`src/rtl/universal_shift_reg.sv`:
```
// universal_shift_reg: WIDTH-bit hold/shift-right/shift-left/load register with serial taps at both ends
// Ports:
//   clk     rising-edge clock
//   rst_n   synchronous active-low reset, loads RESET_VAL
//   en      clock enable, 0 holds q
//   mode    00 hold, 01 shift right, 10 shift left, 11 parallel load
//   sin_r   serial in at the MSB on shift right
//   sin_l   serial in at the LSB on shift left
//   d       parallel load data
//   rot     rotate select for the shift modes (present only with USR_ROTATE_EN)
//   q       register contents
//   sout_r  q[0]
//   sout_l  q[WIDTH-1]
// Optional feature macro: USR_ROTATE_EN
module universal_shift_reg #(
  parameter int WIDTH = 8,
  parameter logic [WIDTH-1:0] RESET_VAL = '0
) (
  input  logic             clk,
  input  logic             rst_n,
  input  logic             en,
  input  logic [1:0]       mode,
  input  logic             sin_r,
  input  logic             sin_l,
  input  logic [WIDTH-1:0] d,
`ifdef USR_ROTATE_EN
  input  logic             rot,
`endif
  output logic [WIDTH-1:0] q,
  output logic             sout_r,
  output logic             sout_l
);
  logic [WIDTH-1:0] r_q;
  logic             w_in_r;
  logic             w_in_l;
  logic [WIDTH-1:0] w_shr;
  logic [WIDTH-1:0] w_shl;
  logic [WIDTH-1:0] w_next;
`ifdef USR_ROTATE_EN
  // Rotation feeds the opposite end of q back in place of the serial input.
  assign w_in_r = rot ? r_q[0] : sin_r;
  assign w_in_l = rot ? r_q[WIDTH-1] : sin_l;
`else
  assign w_in_r = sin_r;
  assign w_in_l = sin_l;
`endif
  // A one-bit register has no retained bits to shift, so it just takes the entering bit.
  if (WIDTH == 1) begin : g_w1
    assign w_shr = w_in_r;
    assign w_shl = w_in_l;
  end else begin : g_wn
    assign w_shr = {w_in_r, r_q[WIDTH-1:1]};
    assign w_shl = {r_q[WIDTH-2:0], w_in_l};
  end
  always_comb begin
    w_next = mode == 2'b11 ? d : mode == 2'b10 ? w_shl : mode == 2'b01 ? w_shr : r_q;
  end
  always_ff @(posedge clk) begin
    if (!rst_n) r_q <= RESET_VAL;
    else if (en) r_q <= w_next;
  end
  assign q      = r_q;
  assign sout_r = r_q[0];
  assign sout_l = r_q[WIDTH-1];
endmodule

```
`config.mk`:
```
export PLATFORM = sky130hd
export DESIGN_NAME = universal_shift_reg
export DESIGN_NICKNAME = d
export VERILOG_FILES = /design/src/rtl/universal_shift_reg.sv
export SDC_FILE = /design/constraint.sdc
export NUM_CORES = 1
export LEC_CHECK = 0
export CAP_MARGIN = 20
export CORE_AREA = 2 2 39 41
export DETAILED_ROUTE_END_ITERATION = 12
export DIE_AREA = 0 0 41 43
export PLACE_DENSITY_LB_ADDON = 0.12
export SYNTH_ARGS = -nofsm -noshare
export SYNTH_HDL_FRONTEND = slang
export SYNTH_SLANG_ARGS = --single-unit
```
`constraint.sdc`:
```
create_clock -name clk -period 1.9 [get_ports clk]
set_clock_uncertainty 0.2 [all_clocks]
set_input_delay 0.57 -clock clk [delete_from_list [all_inputs] [get_ports clk]]
set_output_delay 0.57 -clock clk [all_outputs]
set_load 0.01 [all_outputs]
```
==> results of run 1 <==
[timing repair]
| action | CTS | global route |
|---|---|---|
| setup endpoints to repair | 10 | 0 |
| hold buffers | 0 | 0 |
| resized for setup | 10 | 0 |
[per-stage QoR]
stage | setup TNS (ns) | power [mW] | hold WS (ns)
after floorplan | 0 | 0.268 | 0.375
after global placement | -0.856 | 0.339 | 0.360
after detailed placement | -0.946 | 0.339 | 0.362
after CTS | 0 | 0.461 | 0.370
after global routing | 0 | 0.484 | 0.408
final | 0 | 0.455 | 0.365
[worst max path at each step]
| stage | depth (start not counted) | slack (ns) | endpoint | startpoint |
|---|---|---|---|---|
| 2_1_floorplan | 4 | 0.43 | q[0] | mode[1] |
| 3_3_place_gp | 5 | -0.13 | q[2] | mode[1] |
| 3_5_place_dp | 5 | -0.15 | q[2] | mode[1] |
| 4_1_cts | 5 | 0.12 | q[2] | mode[1] |
| 5_1_grt | 5 | 0.03 | q[5] | mode[1] |
| 6_report | 5 | 0.10 | q[2] | mode[1] |
[final cells by class]
| type | instances | share of cell area, % |
|---|---|---|
| Multi-Input combinational cell | 35 | 36.6 |
| Sequential cell | 8 | 22.5 |
| Timing Repair Buffer | 25 | 34.9 |
| Tap cell | 16 | 2.82 |
| Clock buffer | 3 | 3.17 |
[worst min-delay path, cell delays in order (launching register included)]
cell,delay (ns)
dfxtp_1,0.35
o21ai_0,0.10
nor2_1,0.08
[power groups by stage]
stage / Sequential (mW) / Clock, mW / Combinational [mW]
floorplan: 0.202 / 0 / 0.0662
global placement: 0.198 / 0 / 0.141
detailed placement: 0.197 / 0 / 0.141
CTS: 0.193 / 0.138 / 0.131
global route: 0.196 / 0.145 / 0.143
finish: 0.193 / 0.132 / 0.130
[cell families after synthesis]
| kind of cell | share of synthesized area (%) |
|---|---|
| AOI/OAI and AO/OA | 22.1 |
| and+or+nand+nor | 9.24 |
| muxes | 26.9 |
| DFF | 35.9 |
| buffers and inverters | 5.88 |
[per-layer routing]
layer / global-route usage (%) / wire length (um)
met3: 3.66 / 70
met4: 10.0 / 13
met1: 20.8 / 550
met2: 18.4 / 417
met5: 0 / 0
[cell usage in the layout, fill, tap and decap left out]
| cell type | netlist | layout |
|---|---|---|
| buf_12 | 0 | 1 |
| clkbuf_4 | 0 | 3 |
| clkdlybuf4s50_1 | 0 | 14 |
| dfxtp_1 | 8 | 8 |
| dlygate4sd2_1 | 0 | 10 |
| mux2_4 | 8 | 8 |
| nand2_1 | 1 | 1 |
| nand3b_1 | 1 | 1 |
| nor2_1 | 8 | 8 |
| o21a_2 | 1 | 1 |
| o21ai_0 | 8 | 8 |
| o22ai_1 | 8 | 8 |
==> summary.md, run 1 <==
| Metric | Value |
|---|---|
| Syn Nets | `61` |
| R2R Setup Slk | `0.79 ns` |
| Part of the cycle the worst path needs | `94.5%` |
| Switching share of power | `a little over a quarter` |
| Final Max Tran Viols | `0` |
| Share of the synthesized area in the top cell type | `35.9%` |
| Clock root buffer | `clkbuf_4` |
| Psw | `0.119 mW` |
| Worst Setup Start Kind | `input pin` |
| Post-DRT Antenna Nets | `0` |
| Area growth syn-to-layout | `59.1%` |
| Width of the die | `41 um` |
| Dpl ws | `-0.147 ns` |
| Layout cells sized above 1 | `18.3%` |
| Final setup viols | `0` |
| Global-route wire length before repair | `1740 um` |
| Initial antenna violation count | `0` |
| DP Cell Count | `84` |
| CP max stage delay | `0.50 ns` |
| Worst r2r dst | `q[3]` |
| Final Wtd Congestion | `0.724` |
| WP data required | `1.84 ns` |
| Reg-to-reg startpoint | `q[4]` |
| Via density | `4.71` |
| Delay-heaviest family, CP | `buffers and inverters` |
| Vias | `410` |
| Reg2reg path depth | `3` |
| Post-synth EDFFs | `0` |
| DP HPWL | `738 um` |
| Worst hold start | `q[3]` |
| Final Hold Vio Count | `0` |
| Flop pwr share | `42.4%` |
| Initial core utilization | `between 30% and 40%` |
| Max Cap Violations | `0` |
| Fillers | `145` |
| Ant diodes | `0` |
| Sink Count | `8` |
| WL per Instance | `12.1 um` |
| Syn Area/Cell | `~9.7 sq um` |
| CORE AREA | `0.00138 sq mm` |
| Hold path cells | `2` |
| Yosys warns | `0` |
| Power Density | `641 mW/mm^2` |
| Status | `finished clean` |
| Clock latency on the worst-skew pair | `0.25 ns` |
| 1st-iter DRT viols | `6` |
| Row cnt | `14` |
| Finished Layout Cells | `a little under 90` |
| Cells after synthesis | `between 40 and 50` |
| Tot GR Track Use | `between 10 and 15%` |
| Max reg flops | `8` |
| Post-CTS Setup Inserts | `0` |
| Pin count of the biggest net entering global routing | `11` |
| CP Buf/Inv Count | `2` |
| Synth area leaders | `dfxtp_1 36%, mux2_4 27%, o22ai_1 11%, o21ai_0 9.0%, nor2_1 6.7%` |
| Max Fclk | `557 MHz` |
| Overall routed net length | `1050 um` |
| CTS max path bufs | `2` |
| CTS tree | `done` |
| Worst hold path type | `flip-flop to flip-flop` |
| Vias in the first global route | `391` |
| Power Internal | `0.336 mW` |
| Combinational power share | `28.5%` |
| Mapped Area | `447 sq um` |
| DIE AREA | `0.00176 sq mm` |
| RSZ-0062 raised after global routing | `no` |
| Clk pwr share | `29.1%` |
| DRT Pass-1 Iters | `2` |
| Nets | `a little under 90` |
| Final core utilization | `51.4%` |
| Hold path endpoint | `q[4]` |
| CTS buffer count | `3` |
| Static leakage | `between 0.3 and 0.4 nW` |
| Seq/Total Area, Yosys | `35.9%` |
| Slew of the pin with the lowest slew margin | `about 0.28 ns` |
| Synth top cells by count | `8 x dfxtp_1, 8 x mux2_4, 8 x nor2_1, 8 x o21ai_0, 8 x o22ai_1` |
| Num ports | `25` |
| Reg clk slew, reported paths | `0.06 ns` |
| Worst Path Arrival | `1.74 ns` |
| Buffers on Ports | `24` |
| Relative slew slack | `81.4%` |
| Total grt overflow | `0` |
| Synth async-reset ratio | `0%` |
| Final instance area | `711 sq um` |
| Reg area | `160 sq um` |
| CP Cell Sequence | `clkdlybuf4s50_1 -> buf_12 -> nand3b_1 -> o21ai_0 -> nor2_1` |
| CP endpoint kind | `flip-flop` |
| Area of the multi-input gates | `260 sq um` |
| Worst vdd ir | `~0.34 mV` |
| Post-synth top flop | `dfxtp_1` |
| Placed Instance Area | `approximately 700 sq um` |
| Max H-tree Level | `1` |
| DRC | `0` |
| Min cycle time layout | `between 1.5 and 2 ns` |
| Die Y | `43 um` |
| Final setup margin | `0.105 ns` |
| Area leader, netlist | `dfxtp_1` |
| Critical-path top delay cell | `clkdlybuf4s50_1` |
| Synth cell types | `10` |
| Flops & latches, synth | `8` |
| WS Path Type | `input pin to flip-flop` |
| Worst-path maximum fanout | `10` |
Note: power is estimated with default switching activity, not from simulation.
==> inputs of run 2 (changes only) <==
Settings changed: HOLD_SLACK_MARGIN from default to 0.03, RECOVER_POWER from default to 100.
==> summary.md, run 2 (synthesized netlist as in run 1, its figures left out) <==
| Metric | Value |
|---|---|
| Worst vdd ir | `0.331 mV (-2.7%)` |
| Area growth syn-to-layout | `58.3%` |
| Worst Path Arrival | `1.73 ns (about the same)` |
| Slew of the pin with the lowest slew margin | `0.279 ns (+0.000748 ns)` |
| Row cnt | `14 (unchanged)` |
| WS Path Type | `input pin to flip-flop` |
| Static leakage | `0.317 nW (-1.3%)` |
| Post-DRT Antenna Nets | `0 (unchanged)` |
| Initial core utilization | `32.3% (unchanged)` |
| Max reg flops | `8 (unchanged)` |
| Max H-tree Level | `1 (unchanged)` |
| TNS Setup | `0 ns (unchanged)` |
| Vias in the first global route | `391 (unchanged)` |
| CP max stage delay | `0.50 ns (about the same)` |
| Vias | `411 (+0.24%)` |
| Final setup viols | `0 (unchanged)` |
| Max Fclk | `558 MHz (+0.15%)` |
| WL per Instance | `12.1 um (+0.48%)` |
| DP HPWL | `738 um (unchanged)` |
| Final setup margin | `0.108 ns (+0.00277 ns)` |
| Power Density | `642 mW/mm^2 (+0.19%)` |
| Global-route wire length before repair | `1740 um (unchanged)` |
| Worst Setup Start Kind | `input pin` |
| WP data required | `1.84 ns (about the same)` |
| Num ports | `25 (unchanged)` |
| Post-cts sizing count | `10 (unchanged)` |
| RSZ-0062 raised after global routing | `no` |
| CTS max path bufs | `2 (unchanged)` |
| Sink Count | `8 (unchanged)` |
| CP endpoint kind | `flip-flop` |
| CTS buffer count | `3 (unchanged)` |
| Die Y | `43 um (unchanged)` |
| Width of the die | `41 um (unchanged)` |
| Fillers | `144 (-0.69%)` |
| Min cycle time layout | `1.79 ns (-0.00277 ns)` |
| Placed Instance Area | `701 sq um (unchanged)` |
| Status | `finished clean` |
| Dpl ws | `-0.147 ns (unchanged)` |
| Most frequent cells in the layout | `14 x clkdlybuf4s50_1, 10 x dlygate4sd2_1` |
| DRC | `0 (unchanged)` |
| DP Cell Count | `84 (unchanged)` |
| Ant diodes | `0 (unchanged)` |
| Pin count of the biggest net entering global routing | `11 (unchanged)` |
| Part of the cycle the worst path needs | `94.3% (-0.15 points)` |
| Buffers on Ports | `24 (unchanged)` |
| DRT Pass-1 Iters | `2 (unchanged)` |
| Final instance area | `707 sq um (-0.53%)` |
| Layout cells sized above 1 | `16.9% (-1.4 points)` |
| Final Hold Vio Count | `0 (unchanged)` |
| Relative slew slack | `81.4% (about the same)` |
| Total grt overflow | `0 (unchanged)` |
| Worst-path maximum fanout | `10 (unchanged)` |
| Critical-path top delay cell | `clkdlybuf4s50_1` |
| CP Buf/Inv Count | `2 (unchanged)` |
| Clock root buffer | `clkbuf_4` |
| Nets | `88 (unchanged)` |
| 1st-iter DRT viols | `6 (unchanged)` |
| Delay-heaviest family, CP | `buffers and inverters` |
| Tot GR Track Use | `14.6% (unchanged)` |
| Finished Layout Cells | `87 (unchanged)` |
| Clock latency on the worst-skew pair | `0.25 ns (about the same)` |
| Final Max Tran Viols | `0 (unchanged)` |
| Initial antenna violation count | `0 (unchanged)` |
| Overall routed net length | `1060 um (+0.48%)` |
| CTS tree | `done` |
| DIE AREA | `0.00176 sq mm (unchanged)` |
| Hold_buf cts | `0 (unchanged)` |
| Post-CTS Setup Inserts | `0 (unchanged)` |
| CORE AREA | `0.00138 sq mm (unchanged)` |
| Reg clk slew, reported paths | `0.06 ns (about the same)` |
| Via density | `4.72 (+0.24%)` |
| Worst hold path type | `flip-flop to flip-flop` |
| Max Cap Violations | `0 (unchanged)` |
| Commonest non-fill, non-tap cell in the layout | `clkdlybuf4s50_1` |
| CP Cell Sequence | `clkdlybuf4s50_1 -> buf_12 -> nand3b_1 -> o21ai_0 -> nor2_1` |
| Final Wtd Congestion | `0.724 (unchanged)` |
run 2: cell counts in the layout (fill, tap and decap cells not counted):
No cell type changed its count.
run 2: area by class of cell:
class | instances | area, sq um | share of cell area [%]
clock buffer | 3 | 22.5 | 3.19
tap | 16 | 20.0 | 2.83
multi-input combinational | 35 | 256 | 36.3
sequential | 8 | 160 | 22.7
timing repair buffer | 25 | 248 | 35.0
run 2: power by group:
group	total [mW]	switching, mW	leakage [nW]	internal (mW)
registers	0.193	0.0117	0.0662	0.182
logic	0.128	0.0473	0.237	0.0809
clock network	0.132	0.0599	0.0138	0.0724
run 2: worst paths after layout:
check | from | to | slack (ns) | cells after the start
min reg2reg | q[3] | q[4] | 0.36 | 2
min | q[3] | q[4] | 0.36 | 2
max reg2reg | q[4] | q[3] | 0.79 | 3
max | mode[1] | q[2] | 0.11 | 5
run 2: metal layers:
metal	part of all wire (%)	track usage, %	vias up	routed length, um
met5	0	0	-	0
met4	1.2	10.0	0	13
met3	6.6	3.66	2	70
met2	39	18.4	15	416
met1	53	20.8	173	555
li1	-	-	221	-
run 2: tightest hold or removal path, cell delays in order (launching register included):
cell     delay, ns
dfxtp_1       0.35
o21ai_0       0.10
nor2_1        0.08
run 2: metrics by stage:
step | utilization (%) | hold WS (ns) | total power, mW
2_1_floorplan | - | 0.375 | 0.268
3_3_place_gp | 50.6 | 0.360 | 0.339
3_5_place_dp | 50.6 | 0.362 | 0.339
4_1_cts | 51.4 | 0.370 | 0.461
5_1_grt | 51.1 | 0.408 | 0.482
6_report | 51.1 | 0.365 | 0.454
